**src/rtl/univ_shift_pkg.sv**
```systemverilog
// Shared definitions for the universal shift register: operation codes and
// burst-engine state encodings.
package univ_shift_pkg;

    localparam logic [2:0] MODE_HOLD = 3'b000;
    localparam logic [2:0] MODE_LOAD = 3'b001;
    localparam logic [2:0] MODE_SHL  = 3'b010;
    localparam logic [2:0] MODE_SHR  = 3'b011;
    localparam logic [2:0] MODE_ROL  = 3'b100;
    localparam logic [2:0] MODE_ROR  = 3'b101;
    localparam logic [2:0] MODE_ASR  = 3'b110;
    localparam logic [2:0] MODE_CLR  = 3'b111;

    typedef enum logic [1:0] {
        ST_IDLE = 2'd0,
        ST_RUN  = 2'd1,
        ST_DONE = 2'd2
    } state_t;

endpackage

```
**src/rtl/shift_next.sv**
```systemverilog
// Combinational next-value generator shared by the single-step and burst paths.
// Each bit picks from its own value, its lower or upper neighbour, a serial input or d.
module shift_next
    import univ_shift_pkg::*;
#(
    parameter int WIDTH = 8
) (
    input  logic [WIDTH-1:0] q,
    input  logic [2:0]       mode,
    input  logic [WIDTH-1:0] d,
    input  logic             sin_l,
    input  logic             sin_r,
    output logic [WIDTH-1:0] nxt
);

    genvar gi;
    generate
        for (gi = 0; gi < WIDTH; gi++) begin : g_bit
            logic lo_shift;
            logic lo_rot;
            logic hi_shift;
            logic hi_rot;
            logic hi_asr;
            logic bit_nxt;

            // End bits take their neighbour from the serial inputs or the opposite end.
            if (gi == 0) begin : g_lsb
                assign lo_shift = sin_r;
                assign lo_rot   = q[WIDTH-1];
            end else begin : g_lo
                assign lo_shift = q[gi-1];
                assign lo_rot   = q[gi-1];
            end

            if (gi == WIDTH-1) begin : g_msb
                assign hi_shift = sin_l;
                assign hi_rot   = q[0];
                assign hi_asr   = q[WIDTH-1];
            end else begin : g_hi
                assign hi_shift = q[gi+1];
                assign hi_rot   = q[gi+1];
                assign hi_asr   = q[gi+1];
            end

            always_comb begin
                bit_nxt = q[gi];
                case (mode)
                    MODE_HOLD: bit_nxt = q[gi];
                    MODE_LOAD: bit_nxt = d[gi];
                    MODE_SHL:  bit_nxt = lo_shift;
                    MODE_SHR:  bit_nxt = hi_shift;
                    MODE_ROL:  bit_nxt = lo_rot;
                    MODE_ROR:  bit_nxt = hi_rot;
                    MODE_ASR:  bit_nxt = hi_asr;
                    MODE_CLR:  bit_nxt = 1'b0;
                    default:   bit_nxt = q[gi];
                endcase
            end

            assign nxt[gi] = bit_nxt;
        end
    endgenerate

endmodule

```
**src/rtl/univ_shift_reg.sv**
```systemverilog
// Universal WIDTH-bit register with single-step operations and a burst engine
// that repeats one latched operation burst_len times, reporting busy/done.
module univ_shift_reg
    import univ_shift_pkg::*;
#(
    parameter  int WIDTH = 8,
    localparam int CNT_W = $clog2(WIDTH + 1)
) (
    input  logic             clk,
    input  logic             rst,
    input  logic             en,
    input  logic [2:0]       mode,
    input  logic [WIDTH-1:0] d,
    input  logic             sin_l,
    input  logic             sin_r,
    input  logic             start,
    input  logic [CNT_W-1:0] burst_len,
    output logic [WIDTH-1:0] q,
    output logic             sout_l,
    output logic             sout_r,
    output logic             busy,
    output logic             done
);

    localparam logic [CNT_W-1:0] CNT_ONE = CNT_W'(1);

    state_t           state_q;
    logic [WIDTH-1:0] data_q;
    logic [WIDTH-1:0] data_d;
    logic [CNT_W-1:0] cnt_q;
    logic [2:0]       op_q;
    logic [2:0]       op_sel;
    logic             busy_q;
    logic             done_q;

    // During a burst the latched operation drives the datapath, not the live mode input.
    assign op_sel = (state_q == ST_RUN) ? op_q : mode;

    shift_next #(
        .WIDTH (WIDTH)
    ) u_shift_next (
        .q     (data_q),
        .mode  (op_sel),
        .d     (d),
        .sin_l (sin_l),
        .sin_r (sin_r),
        .nxt   (data_d)
    );

    always_ff @(posedge clk or posedge rst) begin
        if (rst) begin
            state_q <= ST_IDLE;
            data_q  <= '0;
            cnt_q   <= '0;
            op_q    <= MODE_HOLD;
            busy_q  <= 1'b0;
            done_q  <= 1'b0;
        end else begin
            case (state_q)
                ST_IDLE: begin
                    done_q <= 1'b0;
                    if (start) begin
                        op_q  <= mode;
                        cnt_q <= burst_len;
                        if (burst_len == '0) begin
                            state_q <= ST_DONE;
                            done_q  <= 1'b1;
                        end else begin
                            state_q <= ST_RUN;
                            busy_q  <= 1'b1;
                        end
                    end else if (en) begin
                        data_q <= data_d;
                    end
                end
                ST_RUN: begin
                    // cnt is nonzero on entry, so the decrement can never wrap.
                    if (en && (cnt_q != '0)) begin
                        data_q <= data_d;
                        cnt_q  <= cnt_q - CNT_ONE;
                        if (cnt_q == CNT_ONE) begin
                            state_q <= ST_DONE;
                            busy_q  <= 1'b0;
                            done_q  <= 1'b1;
                        end
                    end
                end
                ST_DONE: begin
                    state_q <= ST_IDLE;
                    done_q  <= 1'b0;
                end
                default: begin
                    state_q <= ST_IDLE;
                    busy_q  <= 1'b0;
                    done_q  <= 1'b0;
                end
            endcase
        end
    end

    assign q      = data_q;
    assign sout_l = data_q[WIDTH-1];
    assign sout_r = data_q[0];
    assign busy   = busy_q;
    assign done   = done_q;

endmodule

```
**config.mk**
```make
export PLATFORM = sky130hd
export DESIGN_NAME = univ_shift_reg
export DESIGN_NICKNAME = d
export VERILOG_FILES = /design/src/rtl/univ_shift_pkg.sv /design/src/rtl/shift_next.sv /design/src/rtl/univ_shift_reg.sv
export SDC_FILE = /design/constraint.sdc
export NUM_CORES = 1
export LEC_CHECK = 0
export CORE_UTILIZATION = 30
export CTS_BUF_LIST = sky130_fd_sc_hd__clkbuf_2
export CTS_CLUSTER_SIZE = 40
export DETAILED_ROUTE_END_ITERATION = 7
export PLACE_DENSITY = 0.5
export SETUP_SLACK_MARGIN = 0.02
export SLEW_MARGIN = 20
export SYNTH_ARGS = -nofsm -noshare
export SYNTH_HDL_FRONTEND = slang
export SYNTH_SLANG_ARGS = --single-unit
```
**constraint.sdc**
```tcl
create_clock -name clk -period 2.65 [get_ports clk]
set_clock_uncertainty 0.15 [all_clocks]
set_input_delay 0.53 -clock clk [delete_from_list [all_inputs] [get_ports clk]]
set_output_delay 0.53 -clock clk [all_outputs]
set_load 0.02 [all_outputs]
```
==> impl_summary.txt, run 1 <==
----------------------------------------------------
[STA]
  Final setup viols ... 0
  Count of final max-slew check failures ... 0
  Slew at the pin with the worst max-slew slack ... 766 ps
  Slew Limit Headroom ... 48.8%
  Final Hold Viols ... 0
  Tmin final ... 2270 ps
  Max Clk Rate ... 441 MHz
  Post-layout worst setup margin ... 380 ps
  Worst hold margin ... 374 ps
  Period utilisation layout ... 85.6%
  Setup repair after global routing missed its margin ... false
  Total Neg Setup Slack ... 0 ps

[GRT]
  Initial antenna violation count ... 0
  Maximum number of pins on one net before global-route repair ... 20
  Via count of the first global-routing pass ... 1,103
  Wire length of the first global-routing pass ... 5.29 mm
  GRT Util Overall ... 15.4%
  Final global-route overflow total ... 0

[Clocking]
  Clock Sink Count ... 19
  Clock root cell ... sky130_fd_sc_hd__clkbuf_2
  CTS buffer count ... 3
  TritonCTS clock tree ... done
  Count of hold-fix buffers inserted at cts ... 0
  Clock-pin slew on the worst setup and hold paths ... 190 ps
  Bufs on Longest Clock Path ... 2
  H-tree level count ... 1
  Buffers inserted during post-CTS setup optimization ... 0
  Clock insertion delay at the later pin of the skew report ... 310 ps
  Number of cells upsized or downsized after cts ... 0

[Power and ir drop]
  PwrDens ... 1200 nW/um^2
  Static leakage ... 0.655 nW
  Maximum vdd drop ... 388 uV

[Final layout]
  Layout cells sized above 1 ... 15.0%
  Net total in the final layout ... 191
  Area added between synthesis and finish ... 27.3%
  Most frequent standard cell in the layout excluding fill and tap cells ... sky130_fd_sc_hd__clkdlybuf4s50_1
  Commonest cells after routing, fill and taps aside ... sky130_fd_sc_hd__clkdlybuf4s50_1 (32), sky130_fd_sc_hd__dfrtp_1 (19), sky130_fd_sc_hd__a21oi_1 (15)
  Fin util ... 41.1%
  Diode count ... 0
  Non-Filler Instances ... 217

[Run]
  Max-cap violation count ... 0

[Floorplanning]
  Chip Width ... 68.5 um
  Starting density of the core ... 32.3%
  Core Footprint ... 4120 sq um
  I/O Pins ... 33
  Chip height ... 68.5 um
  Die Footprint ... 4690 sq um
  Standard-cell row count ... 23

[Place]
  Global placement routability congestion ... 0.760
  Buffers added on ports ... 32
  Worst slack at placement ... 246 ps
  Detail Placement HPWL ... 2.44 mm
  Placed Cells ... 213

[Worst hold path]
  Origin of the worst min-delay path ... done
  Worst hold path type ... flip-flop to flip-flop
  Number of instances on the worst hold path ... 1

[Drt]
  Iteration count of the initial detailed-routing pass ... 4
  Wirelength per Cell ... 14.7 um
  Violation count after the first detailed-routing iteration ... 107
  Final ANT Viol Nets ... 0
  Detail-routed via count per cell ... 5.19
  Number of design rule violations left after detail routing ... 0
  Routed vias ... 1,127
  Wire length after detailed routing ... 3.19 mm

[Worst setup path]
  Critical Setup Path Class ... flip-flop to flip-flop
  Required time of the critical path ... 2760 ps
  Crit path max fanout ... 14
  Critical Path Start ... state_q[1]
  Arr. time, crit path ... 2380 ps
  CP startpoint kind ... flip-flop
  Depth of the worst register-to-register path ... 6
  Critical path endpoint category ... flip-flop
  FF-to-FF Start ... state_q[1]

[Yosys]
  Flip-flop and latch count after synthesis ... 19
  Post-synthesis area per instance ... 9.69 sq um
  Mapped Area ... 1330 sq um
  Number of distinct library cells after synthesis ... 45
  Yosys warns ... 0
  Number of nets in the synthesized netlist ... 160
  Sequential area share after synthesis ... 35.8%
  Gate Count Post-Synth ... 137

[Outcome]
  Run status ... finished, final reports clean

----------------------------------------------------
registers in the layout, indices dropped and copies added, names as in the netlist:
name,count
busy,1
op_q,3
q,8
cnt_q,4
done,1
state_q,2
worst max-delay path: stages (launching register included):
cell and delay (ps):
sky130_fd_sc_hd__dfrtp_1 520, sky130_fd_sc_hd__nand2b_1 370, sky130_fd_sc_hd__buf_4 270, sky130_fd_sc_hd__mux2i_4 220, sky130_fd_sc_hd__a21oi_4 410, sky130_fd_sc_hd__o21ai_1 140, sky130_fd_sc_hd__o22ai_2 130
where the power goes:
group | switching, W | total [W] | internal (W)
Clock | 0.0000944 | 0.000129 | 0.0000342
Combinational | 0.000635 | 0.00126 | 0.000625
Sequential | 0.000207 | 0.000642 | 0.000434
Total | 0.000937 | 0.00203 | 0.00109
cells in the mapped netlist:
library cell	n	area, sq um
sky130_fd_sc_hd__a2bb2oi_1	2	17.5
sky130_fd_sc_hd__buf_4	5	37.5
sky130_fd_sc_hd__nand3_1	1	5.00
sky130_fd_sc_hd__o32ai_2	1	16.3
sky130_fd_sc_hd__o21a_1	2	15.0
sky130_fd_sc_hd__nand2_1	6	22.5
sky130_fd_sc_hd__nor2_1	9	33.8
sky130_fd_sc_hd__mux2i_1	3	30.0
sky130_fd_sc_hd__mux2i_4	1	22.5
sky130_fd_sc_hd__dfrtp_1	19	475
sky130_fd_sc_hd__a22o_1	2	17.5
sky130_fd_sc_hd__o31ai_4	1	21.3
sky130_fd_sc_hd__or4b_4	1	13.8
sky130_fd_sc_hd__and2_1	1	6.26
sky130_fd_sc_hd__o22ai_2	1	12.5
sky130_fd_sc_hd__nor4_1	1	6.26
sky130_fd_sc_hd__nor2b_1	3	18.8
sky130_fd_sc_hd__nor3_1	1	5.00
sky130_fd_sc_hd__or3b_1	1	8.76
sky130_fd_sc_hd__buf_2	5	25.0
sky130_fd_sc_hd__o211ai_1	1	7.51
sky130_fd_sc_hd__a21oi_4	1	16.3
sky130_fd_sc_hd__o32a_1	1	10.0
sky130_fd_sc_hd__o21ai_1	1	5.00
sky130_fd_sc_hd__inv_1	6	22.5
sky130_fd_sc_hd__a21o_1	1	7.51
sky130_fd_sc_hd__ha_1	2	25.0
sky130_fd_sc_hd__mux2_2	3	33.8
sky130_fd_sc_hd__buf_6	2	22.5
sky130_fd_sc_hd__nand2b_1	2	12.5
sky130_fd_sc_hd__mux2_1	1	11.3
sky130_fd_sc_hd__a31o_2	1	8.76
sky130_fd_sc_hd__nor3b_1	6	45.0
sky130_fd_sc_hd__a311o_1	1	10.0
sky130_fd_sc_hd__a211oi_1	2	15.0
sky130_fd_sc_hd__xnor2_1	3	26.3
sky130_fd_sc_hd__a222oi_1	6	60.1
sky130_fd_sc_hd__o31ai_1	1	7.51
sky130_fd_sc_hd__or4b_1	1	10.0
sky130_fd_sc_hd__a21oi_2	2	17.5
sky130_fd_sc_hd__or3b_2	1	8.76
sky130_fd_sc_hd__a21oi_1	15	75.1
sky130_fd_sc_hd__o21ai_0	8	40.0
sky130_fd_sc_hd__nor2_2	2	12.5
sky130_fd_sc_hd__a31oi_1	1	6.26
area by class of cell:
class                           count  area [sq um]
Multi-Input combinational cell    100           744
Timing Repair Buffer               38           365
Tap cell                           50          62.6
Inverter                            6          22.5
Clock buffer                        3          15.0
Clock inverter                      1          5.00
Fill cell                         419          2420
Sequential cell                    19           475
through the flow:
step / power [W] / area (sq um)
2_1_floorplan: 0.00155 / 1330
3_3_place_gp: 0.00191 / 1670
3_5_place_dp: 0.00191 / 1670
4_1_cts: 0.00204 / 1690
5_1_grt: 0.00222 / 1690
6_report: 0.00203 / 1690
worst paths after layout:
check / end / slack (ps)
max in group asynchronous: busy / 1410
min reg2reg: done / 370
max: q[0] / 380
min in group asynchronous: q[4] / 470
max reg2reg: q[0] / 380
min: done / 370
cell families (layout without fill, tap and decap cells):
kind of cell,after synthesis,after routing,synth area share [%]
compound gates,51,51,29.1
xor+xnor,3,3,1.98
fa+ha+maj,2,2,1.88
buf+inv,18,48,8.11
flops,19,19,35.8
mux,8,8,7.35
simple gates,36,36,15.7
layer usage:
metal  global-route usage, %  wire length, um  vias to the layer above
met1                    21.6             1610                      532
met5                       0                0                        -
met2                    23.4             1420                       22
li1                        -                -                      571
met4                    3.13               21                        0
met3                    4.28              147                        2
Note: power is estimated with default switching activity, not from simulation.
==> run 2, diff against run 1 <==
PLACE_DENSITY = default   (was 0.5)
PLACE_DENSITY_LB_ADDON = 0.2   (was default)
REMOVE_ABC_BUFFERS = 1   (was default)
TNS_END_PERCENT = 30   (was default)
==> run 2 against run 1 <==
Effect of this change:
- design area unchanged
- worst hold slack improved by 1.6 ps
- global-route usage decreased by 0.28 points
- sequential share of layout area stayed put
- register-to-register slack improved by 50 ps
- die area did not move
- largest power group unchanged
- highest routed layer unchanged
==> impl_summary.txt, run 2 (synthesis results as in run 1) <==
----------------------------------------------------
[Power and ir drop]
  Net switching component of the power ... 0.000958 W (+2.2%)
  Fraction of power consumed by sequential logic ... 30.5% (-1.1 points)
  PwrDens ... 1220 nW/um^2 (+1.2%)
  Power share of the combinational group ... 62.9% (+0.8 points)
  Internal power summed over all cells ... 0.00110 W (+0.37%)
  Share of power burned in the clock network ... 6.6% (+0.3 points)
  Net switching fraction of the power ... 46.6% (+0.45 points)
  Maximum vdd drop ... 233 uV (-40%)
  Static leakage ... 0.655 nW (about the same)

[Place]
  Detail Placement HPWL ... 2.42 mm (-0.54%)
  Global placement routability congestion ... 0.797 (+4.8%)
  Buffers added on ports ... 32 (unchanged)

[Worst hold path]
  Worst hold path type ... flip-flop to flip-flop

[Worst setup path]
  Arr. time, crit path ... 2280 ps (-100 ps)
  Critical Setup Path Class ... flip-flop to flip-flop
  Termination of the worst setup path ... q[6]
  Required time of the critical path ... 2710 ps (-50 ps)
  Critical Path Start ... state_q[0]
  Critical path endpoint category ... flip-flop
  FF-to-FF End ... q[6]
  Register-to-Register Setup Slack ... 430 ps (+50 ps)
  CP startpoint kind ... flip-flop
  Crit path max fanout ... 11 (-3)
  FF-to-FF Start ... state_q[0]
  Depth of the worst register-to-register path ... 6 (unchanged)

[GRT]
  Final global-route overflow total ... 0 (unchanged)
  GRT Util Overall ... 15.1% (-0.28 points)
  Via count of the first global-routing pass ... 1,084 (-1.7%)
  Initial antenna violation count ... 0 (unchanged)
  Wire length of the first global-routing pass ... 5.25 mm (-0.79%)
  Maximum number of pins on one net before global-route repair ... 20 (unchanged)

[Clocking]
  Count of hold-fix buffers inserted at cts ... 0 (unchanged)
  Clock insertion delay at the later pin of the skew report ... 320 ps (about the same)
  Clock-pin slew on the worst setup and hold paths ... 200 ps (about the same)
  CTS buffer count ... 3 (unchanged)
  TritonCTS clock tree ... done
  Number of cells upsized or downsized after cts ... 0 (unchanged)
  Clock Sink Count ... 19 (unchanged)
  Buffers inserted during post-CTS setup optimization ... 0 (unchanged)
  Bufs on Longest Clock Path ... 2 (unchanged)
  H-tree level count ... 1 (unchanged)
  Clock root cell ... sky130_fd_sc_hd__clkbuf_2

[Run]
  Max-cap violation count ... 0 (unchanged)

[STA]
  Period utilisation layout ... 83.8% (-1.8 points)
  Tmin final ... 2220 ps (-49.0 ps)
  Slew at the pin with the worst max-slew slack ... 765 ps (-1.05 ps)
  Max Clk Rate ... 450 MHz (+2.2%)
  Final setup viols ... 0 (unchanged)
  Count of final max-slew check failures ... 0 (unchanged)
  Total Neg Setup Slack ... 0 ps (unchanged)
  Slew Limit Headroom ... 48.9% (+0.070 points)
  Setup repair after global routing missed its margin ... false
  Worst hold margin ... 375 ps (+1.58 ps)
  Final Hold Viols ... 0 (unchanged)

[Final layout]
  Multi-input gate area in the final layout ... 744 sq um (unchanged)
  Net total in the final layout ... 191 (unchanged)
  Most frequent standard cell in the layout excluding fill and tap cells ... sky130_fd_sc_hd__clkdlybuf4s50_1
  Area added between synthesis and finish ... 27.3% (unchanged)
  Number of filler cells placed in the layout ... 404 (-3.6%)
  Layout cells sized above 1 ... 15.0% (unchanged)
  Seq. cell area ... 475 sq um (unchanged)
  Flip-flop count of the largest register after layout ... 8 (unchanged)
  Diode count ... 0 (unchanged)
  Commonest cells after routing, fill and taps aside ... sky130_fd_sc_hd__clkdlybuf4s50_1 (32), sky130_fd_sc_hd__dfrtp_1 (19), sky130_fd_sc_hd__a21oi_1 (15)

[Outcome]
  Run status ... finished, final reports clean

[Floorplanning]
  Core Footprint ... 4120 sq um (unchanged)
  Chip Width ... 68.5 um (unchanged)
  Chip height ... 68.5 um (unchanged)
  Die Footprint ... 4690 sq um (unchanged)
  Starting density of the core ... 32.3% (unchanged)
  I/O Pins ... 33 (unchanged)
  Standard-cell row count ... 23 (unchanged)

[Drt]
  Iteration count of the initial detailed-routing pass ... 6 (+2)
  Detail-routed via count per cell ... 5.41 (+4.3%)
  Final ANT Viol Nets ... 0 (unchanged)
  Number of design rule violations left after detail routing ... 0 (unchanged)
  Violation count after the first detailed-routing iteration ... 161 (+50%)
  Routed vias ... 1,175 (+4.3%)
  Wirelength per Cell ... 15.2 um (+3.5%)
  Wire length after detailed routing ... 3.30 mm (+3.5%)

----------------------------------------------------
-- run 2: cell type report --
| type | count | area share [%] |
|---|---|---|
| clock buffers | 4 | 1.18 |
| flip-flops and latches | 19 | 28.1 |
| multi-input cells | 100 | 44.0 |
| repair buffers | 38 | 21.6 |
| well taps | 50 | 3.70 |
| inverters | 6 | 1.33 |
-- run 2: power groups by stage --
stage | clock network (W) | registers (W) | logic [W]
3_3_place_gp | 0 | 0.000623 | 0.00127
6_report | 0.000137 | 0.000626 | 0.00129
4_1_cts | 0.000142 | 0.000620 | 0.00129
5_1_grt | 0.000156 | 0.000648 | 0.00142
2_1_floorplan | 0 | 0.000702 | 0.000756
3_5_place_dp | 0 | 0.000628 | 0.00128
-- run 2: metrics by stage --
stage,std cells,worst slack [ps],instance area (sq um),power [W],utilization (%)
floorplan,125,565,1240,0.00146,-
global placement,213,272,1670,0.00189,40.6
detailed placement,213,232,1670,0.00191,40.6
CTS,217,471,1690,0.00205,41.1
global route,217,278,1690,0.00222,41.1
finish,217,429,1690,0.00206,41.1
-- run 2: worst min-delay path by stage --
| stage | startpoint | to | cells past startpoint |
|---|---|---|---|
| after floorplan | rst | busy | 1 |
| after global placement | done | done | 1 |
| after detailed placement | done | done | 1 |
| after CTS | done | done | 1 |
| after global routing | done | done | 1 |
| final | done | done | 1 |
-- run 2: per-layer routing --
metal / up-vias / GRT usage, % / routed length, um
met1: 572 / 21.1 / 1670
met2: 28 / 22.7 / 1470
met4: 0 / 6.25 / 34
li1: 573 / - / -
met3: 2 / 2.80 / 125
met5: - / 0 / 0
-- run 2: critical path, cell delays in order (launching register included) --
cell and delay [ps]:
sky130_fd_sc_hd__dfrtp_1 520, sky130_fd_sc_hd__nand2b_1 410, sky130_fd_sc_hd__buf_4 260, sky130_fd_sc_hd__a211oi_1 60
sky130_fd_sc_hd__a21o_1 230, sky130_fd_sc_hd__a222oi_1 380, sky130_fd_sc_hd__a21oi_2 100
==> run 3, diff against run 2 <==
clock period = 1.8 ns   (was 2.65 ns; I/O delays follow)
==> run 3 against run 2 <==
Effect of this change:
- the flow now finishes with violations (setup timing)
- largest power group unchanged
- critical path depth unchanged
- power up 78%
- largest cell class unchanged
- die area unchanged
==> impl_summary.txt, run 3 (synthesis results as in run 1) <==
----------------------------------------------------
[STA]
  Final Hold Viols ... 0 (unchanged)
  Slew Limit Headroom ... 75.6% (+27 points)
  Max Clk Rate ... 537 MHz (+19%)
  Setup repair after global routing missed its margin ... true
  Total Neg Setup Slack ... -161 ps (-161 ps)
  Post-layout worst setup margin ... -63.4 ps (-493 ps)
  Period utilisation layout ... 104% (+20 points)
  Final setup viols ... 6 (+6)
  Count of final max-slew check failures ... 0 (unchanged)
  Tmin final ... 1860 ps (-357 ps)
  Slew at the pin with the worst max-slew slack ... 366 ps (-399 ps)

[Clocking]
  Clock Sink Count ... 19 (unchanged)
  H-tree level count ... 1 (unchanged)
  Count of hold-fix buffers inserted at cts ... 0 (unchanged)
  CTS buffer count ... 3 (unchanged)
  Clock root cell ... sky130_fd_sc_hd__clkbuf_2
  Clock insertion delay at the later pin of the skew report ... 330 ps (about the same)
  TritonCTS clock tree ... done
  Bufs on Longest Clock Path ... 2 (unchanged)
  Clock-pin slew on the worst setup and hold paths ... 200 ps (about the same)

[Drt]
  Iteration count of the initial detailed-routing pass ... 5 (-1)
  Detail-routed via count per cell ... 5.21 (-3.8%)
  Violation count after the first detailed-routing iteration ... 84 (-48%)
  Final ANT Viol Nets ... 0 (unchanged)
  Wire length after detailed routing ... 3.72 mm (+13%)
  Routed vias ... 1,276 (+8.6%)
  Wirelength per Cell ... 15.2 um (-0.22%)
  Number of design rule violations left after detail routing ... 0 (unchanged)

[Floorplanning]
  I/O Pins ... 33 (unchanged)
  Standard-cell row count ... 23 (unchanged)
  Chip height ... 68.5 um (unchanged)
  Starting density of the core ... 32.3% (unchanged)
  Core Footprint ... 4120 sq um (unchanged)
  Chip Width ... 68.5 um (unchanged)
  Die Footprint ... 4690 sq um (unchanged)

[Power and ir drop]
  PwrDens ... 1800 nW/um^2 (+48%)
  Maximum vdd drop ... 503 uV (+120%)
  Static leakage ... 0.861 nW (+31%)

[Final layout]
  Layout cells sized above 1 ... 35.9% (+21 points)
  Area added between synthesis and finish ... 52.5%
  Most frequent standard cell in the layout excluding fill and tap cells ... sky130_fd_sc_hd__buf_4
  Diode count ... 0 (unchanged)
  Final design instance area without fill ... 2020 sq um (+20%)
  Fin util ... 49.2% (+8.1 points)
  Net total in the final layout ... 219 (+15%)
  Non-Filler Instances ... 245 (+13%)
  Number of filler cells placed in the layout ... 406 (+0.50%)
  Commonest cells after routing, fill and taps aside ... sky130_fd_sc_hd__buf_4 (28), sky130_fd_sc_hd__dfrtp_1 (17), sky130_fd_sc_hd__clkdlybuf4s50_1 (17)
  Flip-flop count of the largest register after layout ... 8 (unchanged)

[GRT]
  Maximum number of pins on one net before global-route repair ... 20 (unchanged)
  Via count of the first global-routing pass ... 1,244 (+15%)
  Final global-route overflow total ... 0 (unchanged)
  Initial antenna violation count ... 0 (unchanged)
  GRT Util Overall ... 17.5% (+2.4 points)
  Wire length of the first global-routing pass ... 6.00 mm (+14%)

[Worst setup path]
  Critical path endpoint category ... flip-flop
  Arr. time, crit path ... 2000 ps (-280 ps)
  CP startpoint kind ... flip-flop
  Critical Setup Path Class ... flip-flop to flip-flop
  Required time of the critical path ... 1940 ps (-770 ps)
  Crit path max fanout ... 8 (-3)

[Outcome]
  Run status ... finished with violations
  Violations in the final reports ... setup timing

[Place]
  Buffers added on ports ... 32 (unchanged)
  Placed Cells ... 236 (+11%)
  Area after detailed placement ... 1840 sq um (+10%)
  Worst slack at placement ... -415 ps (-648 ps)
  Detail Placement HPWL ... 2.69 mm (+11%)
  Global placement routability congestion ... 0.768 (-3.7%)

[Worst hold path]
  Worst hold path type ... input port to asynchronous set/reset pin

[Run]
  Max-cap violation count ... 0 (unchanged)

----------------------------------------------------
-- run 3: routing by layer --
layer,vias to the layer above,GRT usage [%],wire (um)
met2,23,28.9,1820
li1,633,-,-
met5,-,0,0
met1,616,23.5,1760
met4,0,7.03,54
met3,4,1.48,88
-- run 3: layout make-up --
cell class / instances / area (sq um) / share of cell area, %
multi-input cells: 100 / 842 / 41.6
repair buffers: 66 / 599 / 29.6
flip-flops and latches: 19 / 478 / 23.6
well taps: 50 / 62.6 / 3.09
inverters: 6 / 22.5 / 1.11
clock buffers: 4 / 20.0 / 0.989
-- run 3: worst max-delay path, stage by stage, from the launching register on --
cell and delay (ps):
sky130_fd_sc_hd__dfrtp_1 460, sky130_fd_sc_hd__or4b_4 570, sky130_fd_sc_hd__o31ai_4 100, sky130_fd_sc_hd__buf_6 180, sky130_fd_sc_hd__a21oi_2 40, sky130_fd_sc_hd__nor2b_1 160
sky130_fd_sc_hd__o32a_1 160
-- run 3: final timing paths --
kind | startpoint | to | slack, ps | cells after the start
setup reg to reg | op_q[1] | q[7] | -60 | 6
hold reg to reg | done | done | 370 | 1
min in group clk | done | done | 370 | 1
setup / recovery | op_q[1] | q[7] | -60 | 6
hold / removal | rst | op_q[0] | 160 | 3
max in group asynchronous | rst | state_q[0] | 1120 | 3
-- run 3: per-stage QoR --
stage                     total power, W  hold WS [ps]
final                            0.00365           164
after global routing             0.00395           164
after CTS                        0.00351           162
after detailed placement         0.00316           338
after global placement           0.00311           323
after floorplan                  0.00215           161
-- run 3: repair_timing --
action,in CTS,in global routing
setup buffers,5,0
setup endpoints to repair,24,13
pin swaps,8,6
gates resized for setup,30,17
-- run 3: power by group --
part / total (W) / switching [W] / internal (W)
Clock: 0.000207 / 0.000148 / 0.0000588
Sequential: 0.000872 / 0.000227 / 0.000645
Combinational: 0.00257 / 0.00125 / 0.00132
==> edit 1, RTL diff (flow settings as in run 3) <==
`WIDTH` is set to 8 in 2 places; all go to 16.
--- a/src/rtl/shift_next.sv
+++ b/src/rtl/shift_next.sv
@@ -4,5 +4,5 @@
     import univ_shift_pkg::*;
 #(
-    parameter int WIDTH = 8
+    parameter int WIDTH = 16
 ) (
     input  logic [WIDTH-1:0] q,
--- a/src/rtl/univ_shift_reg.sv
+++ b/src/rtl/univ_shift_reg.sv
@@ -4,5 +4,5 @@
     import univ_shift_pkg::*;
 #(
-    parameter  int WIDTH = 8,
+    parameter  int WIDTH = 16,
     localparam int CNT_W = $clog2(WIDTH + 1)
 ) (
Ports: changed (resized burst_len, d and q); port bits go from 33 to 50. No check against the original RTL was run, so the function may have changed too.
==> edit 1 against run 3 <==
Synthesized area grew 51%. Total power is 49% higher. Critical path type is now reg -> out. Synthesized cell count is 47% higher. Routed wire length is 45% higher. Setup slack got worse by 0.18 ns. Sequential cell count up 9. Global-route usage is 1.4 points lower. The run still ends with negative setup slack left. Cell area up 51%.
==> edit 1: results (changes against run 3) <==
Outcome: complete, but fails checks (unchanged)
Failing checks: negative setup slack (unchanged)
Slowest-stage cell, CP: clkdlybuf4s50_1 (was or4b_4)
Post-DP Area: 0.00283 mm2 (was 0.00184 mm2)
Reg2reg start: state_q[1] (was op_q[1])
Clk_lat worst skew: 0.36 ns (was 0.33 ns)
CP peak stage delay: 0.64 ns (was 0.57 ns)
Dpl cells: 354 (was 236)
Post-synthesis mux area share: 13.9% (was 7.35%)
Gate Count Post-Synth: 202 (was 137)
Dpl ws: -0.461 ns (was -0.415 ns)
Hpwl dp: 3.83 mm (was 2.69 mm)
Cell variety after synth: 52 (was 45)
N_diodes: 0 (unchanged)
Vias in the first global route: 1874 (was 1244)
Critical Path AT: 1.53 ns (was 2.00 ns)
Worst Path Max Fanout: 5 (was 8)
Fin nets: 322 (was 219)
Setup TNS: -4.09 ns (was -0.161 ns)
Adder-Cell Fraction of Synth Area: 1.87% (was 1.89%)
Final GP Congestion: 0.825 (was 0.768)
Max reg flops: 16 (was 8)
Compound-cell area share of the yosys netlist: 26.1% (was 29.1%)
Maximum VDD drop: 0.000674 V (was 0.000503 V)
R2R Path End: q[15] (was q[7])
Final std cells w/o fill: 365 (was 245)
Final setup violation count: 22 (was 6)
CTS clk-pin slew, worst paths: 0.28 ns (was 0.20 ns)
Leakage power: 1.33 nW (was 0.861 nW)
Sequential element share of the synthesized area: 35.0% (was 35.8%)
FF-to-FF setup slack: -0.22 ns (was -0.06 ns)
DRT iter0 DRCs: 125 (was 84)
Hold WS: 0.158 ns (was 0.164 ns)
Sw Ratio: 43.7% (was 44.6%)
Top post-synthesis cells by count: 28 x dfrtp_1, 25 x nor2_1, 19 x nand2_1, 12 x mux2_2, 12 x o31ai_1 (was 19 x dfrtp_1, 15 x a21oi_1, 9 x nor2_1, 8 x o21ai_0)
Top Family by Delay on Critical Path: buffers and inverters (was simple AND/OR/NAND/NOR gates)
Final setup margin: -0.244 ns (was -0.0634 ns)
Post-synthesis xor/xnor area fraction: 0.874% (was 1.98%)
Largest net degree at the start of global routing: 29 (was 20)
Worst slew pin tran: 0.366 ns (about the same)
Area contributors post-synth: dfrtp_1 35%, mux2_2 6.7%, nor2_1 4.7% (was dfrtp_1 36%, a21oi_1 5.7%, a222oi_1 4.5%)
Total track usage: 16.1% (was 17.5%)
-- edit 1: worst max path at each step --
| stage | start | end | slack, ns | cells past startpoint |
|---|---|---|---|---|
| global route | state_q[0] | q[5] | -0.35 | 7 |
| detailed placement | mode[0] | q[4] | -0.46 | 6 |
| finish | q[1] | q[1] | -0.24 | 1 |
| floorplan | state_q[1] | q[15] | -0.54 | 5 |
| CTS | state_q[1] | q[15] | -0.26 | 6 |
| global placement | mode[0] | q[4] | -0.45 | 6 |
-- edit 1: tightest hold or removal path, cell delays in order --
cell and delay (ns):
clkdlybuf4s50_1 0.39, inv_1 0.05, buf_4 0.33
-- edit 1: logic make-up after synthesis --
kind of cell               Yosys count
buffers and inverters               19
xor gates and xnor gates             2
adders and majority gates            3
and+or+nand+nor                     65
muxes                               22
DFF                                 28
AOI/OAI and AO/OA                   63
-- edit 1: power by group through the flow --
stage	logic, mW	registers, mW	clock network (mW)
final	3.81	1.24	0.387
after global routing	4.13	1.30	0.427
after CTS	3.69	1.23	0.399
after detailed placement	3.49	1.24	0
after global placement	3.46	1.23	0
after floorplan	1.79	1.46	0
-- edit 1: layout make-up --
cell class / count / area, um2
sequential: 28 / 707
multi-input combinational: 156 / 1320
timing repair buffer: 95 / 870
inverter: 5 / 18.8
tap: 77 / 96.3
clock buffer: 3 / 15.0
fill: 609 / 3330
clock inverter: 1 / 30.0
-- edit 1: routing by layer --
layer  vias to the layer above  GRT usage, %  routed length [um]
met3                         4          1.78                 147
li1                        933             -                   -
met2                        32          26.2                2610
met4                         0          4.93                  53
met1                       914          22.5                2590
met5                         -             0                   0
-- edit 1: what timing repair did --
action | 4_1_cts | 5_1_grt
pin swaps | 5 | 2
buffers inserted | 4 | 2
gates resized for setup | 44 | 28
hold buffers | 0 | 0
endpoints found under the setup margin | 41 | 37
gates cloned | 1 | 0
==> edit 2, RTL diff (config.mk and constraints of run 3) <==
Made on the original files. Register the inputs `en`, `mode`, `d`, `sin_l`, `sin_r` and `start` before use, with the module's reset. The logic sees them one clock later.
--- a/src/rtl/univ_shift_reg.sv
+++ b/src/rtl/univ_shift_reg.sv
@@ -25,4 +25,29 @@
     localparam logic [CNT_W-1:0] CNT_ONE = CNT_W'(1);
 
+    logic en_q;
+    logic [2:0] mode_q;
+    logic [WIDTH-1:0] d_q;
+    logic sin_l_q;
+    logic sin_r_q;
+    logic start_q;
+
+    always_ff @(posedge clk or posedge rst) begin
+        if (rst) begin
+            en_q    <= '0;
+            mode_q  <= '0;
+            d_q     <= '0;
+            sin_l_q <= '0;
+            sin_r_q <= '0;
+            start_q <= '0;
+        end else begin
+            en_q    <= en;
+            mode_q  <= mode;
+            d_q     <= d;
+            sin_l_q <= sin_l;
+            sin_r_q <= sin_r;
+            start_q <= start;
+        end
+    end
+
     state_t           state_q;
     logic [WIDTH-1:0] data_q;
@@ -35,5 +60,5 @@
 
     // During a burst the latched operation drives the datapath, not the live mode input.
-    assign op_sel = (state_q == ST_RUN) ? op_q : mode;
+    assign op_sel = (state_q == ST_RUN) ? op_q : mode_q;
 
     shift_next #(
@@ -42,7 +67,7 @@
         .q     (data_q),
         .mode  (op_sel),
-        .d     (d),
-        .sin_l (sin_l),
-        .sin_r (sin_r),
+        .d     (d_q),
+        .sin_l (sin_l_q),
+        .sin_r (sin_r_q),
         .nxt   (data_d)
     );
@@ -60,6 +85,6 @@
                 ST_IDLE: begin
                     done_q <= 1'b0;
-                    if (start) begin
-                        op_q  <= mode;
+                    if (start_q) begin
+                        op_q  <= mode_q;
                         cnt_q <= burst_len;
                         if (burst_len == '0) begin
@@ -70,5 +95,5 @@
                             busy_q  <= 1'b1;
                         end
-                    end else if (en) begin
+                    end else if (en_q) begin
                         data_q <= data_d;
                     end
@@ -76,5 +101,5 @@
                 ST_RUN: begin
                     // cnt is nonzero on entry, so the decrement can never wrap.
-                    if (en && (cnt_q != '0)) begin
+                    if (en_q && (cnt_q != '0)) begin
                         data_q <= data_d;
                         cnt_q  <= cnt_q - CNT_ONE;
Behaviour: not the same (a bounded check fails within 4 cycles, from zero or initial values and one cycle with rst high).
==> edit 2 against run 3 <==
The flow still finishes with violations (negative setup slack). Sequential share of layout area increased by 11 points. Synthesized area grew 33%. Setup slack lost 0.015 ns. Routed wire length grew 6.2%. Final cell count up 24%. Sequential cell count grew 15. Total power increased by 7.7%. Hold slack got worse by 0.0032 ns. Cell area rose by 20%. Non-clock buffer count is 3 lower.
==> edit 2: results (changes against run 3) <==
Setup TNS: -0.143 ns (was -0.161 ns)
Sw Ratio: 42.3% (was 44.6%)
Worst Path Max Fanout: 7 (was 8)
Top Family by Delay on Critical Path: compound AO/OA/AOI/OAI gates (was simple AND/OR/NAND/NOR gates)
Maximum VDD drop: 0.000659 V (was 0.000503 V)
Via density: 4.84 (was 5.21)
Failing checks: negative setup slack (unchanged)
Gate power share: 60.0% (was 70.4%)
H-tree Lvls: 2 (was 1)
Buf+Inv Stages, Crit Path: 0 (was 1)
R2R depth: 5 (was 6)
Routed len/inst: 13.0 um (was 15.2 um)
TritonCTS Buffers: 5 (was 3)
Outcome: complete, but fails checks (unchanged)
First-pass GRT wire length: 6.86 mm (was 6.00 mm)
Met1 GRT Util: 18.9% (was 23.5%)
Hold WS: 0.161 ns (was 0.164 ns)
Max_slew headroom: 71.5% (was 75.6%)
Routed met2 length: 1.77 mm (was 1.82 mm)
Slowest-stage cell, CP: or4b_4 (unchanged)
Dpl ws: -0.0954 ns (was -0.415 ns)
Top post-synthesis cells by count: 34 x dfrtp_1, 24 x nand2_1, 10 x o21ai_0, 9 x inv_1 (was 19 x dfrtp_1, 15 x a21oi_1, 9 x nor2_1, 8 x o21ai_0)
Syn Area/Cell: 10.2 um2 (was 9.69 um2)
Pwr dens: 1620 mW/mm2 (was 1800 mW/mm2)
Area contributors post-synth: dfrtp_1 48%, nand2_1 5.1%, a31oi_1 2.8% (was dfrtp_1 36%, a21oi_1 5.7%, a222oi_1 4.5%)
Fin nets: 256 (was 219)
Dpl cells: 297 (was 236)
FILL cells: 562 (was 406)
Cell variety after synth: 48 (was 45)
CP peak stage delay: 0.55 ns (was 0.57 ns)
Total track usage: 14.5% (was 17.5%)
Share of cells above drive strength 1: 25.3% (was 35.9%)
Clk_lat worst skew: 0.36 ns (was 0.33 ns)
DRT iter0 DRCs: 103 (was 84)
Sequential Power Share: 31.4% (was 23.9%)
Leakage power: 1.05 nW (was 0.861 nW)
Largest net degree at the start of global routing: 35 (was 20)
Final setup violation count: 2 (was 6)
Layout area overhead: 37.7% (was 52.5%)
DRT met1 WL: 1.95 mm (was 1.76 mm)
Final std cells w/o fill: 305 (was 245)
Final setup margin: -0.0788 ns (was -0.0634 ns)
R2R Path End: q[0] (was q[7])
Hpwl dp: 2.95 mm (was 2.69 mm)
Worst setup EP type: register (unchanged)
CTS clk-pin slew, worst paths: 0.16 ns (was 0.20 ns)
Final GP Congestion: 0.795 (was 0.768)
[edit 2: changes by cell type after synthesis, sizes merged, moves of 4 or more]
cell	run 3	this run
a31oi	1	8
a222oi	6	0
o22ai	1	5
dfrtp	19	34
nand2	6	24
a21oi	18	8
[edit 2: cell type report]
class,count,area share (%)
multi-input combinational,120,35.5
clock buffer,7,1.44
sequential,34,35.1
tap,72,3.71
timing repair buffer,63,22.8
inverter,9,1.39
[edit 2: cell families (layout without fill, tap and decap cells)]
kind of cell | after synthesis | count (layout) | synth area share, %
AND/OR/NAND/NOR | 57 | 57 | 17.6
AO/OA/AOI/OAI | 49 | 49 | 19.7
flip-flops | 34 | 34 | 48.3
buffers and inverters | 19 | 79 | 6.24
multiplexers | 7 | 7 | 4.33
XOR/XNOR | 5 | 5 | 2.48
adder cells (fa/ha/maj) | 2 | 2 | 1.42
[edit 2: repair_timing]
item	4_1_cts	5_1_grt
gates cloned	0	0
endpoints found under the setup margin	20	19
resized for setup	17	14
buffers inserted	0	1
pin swaps	2	6
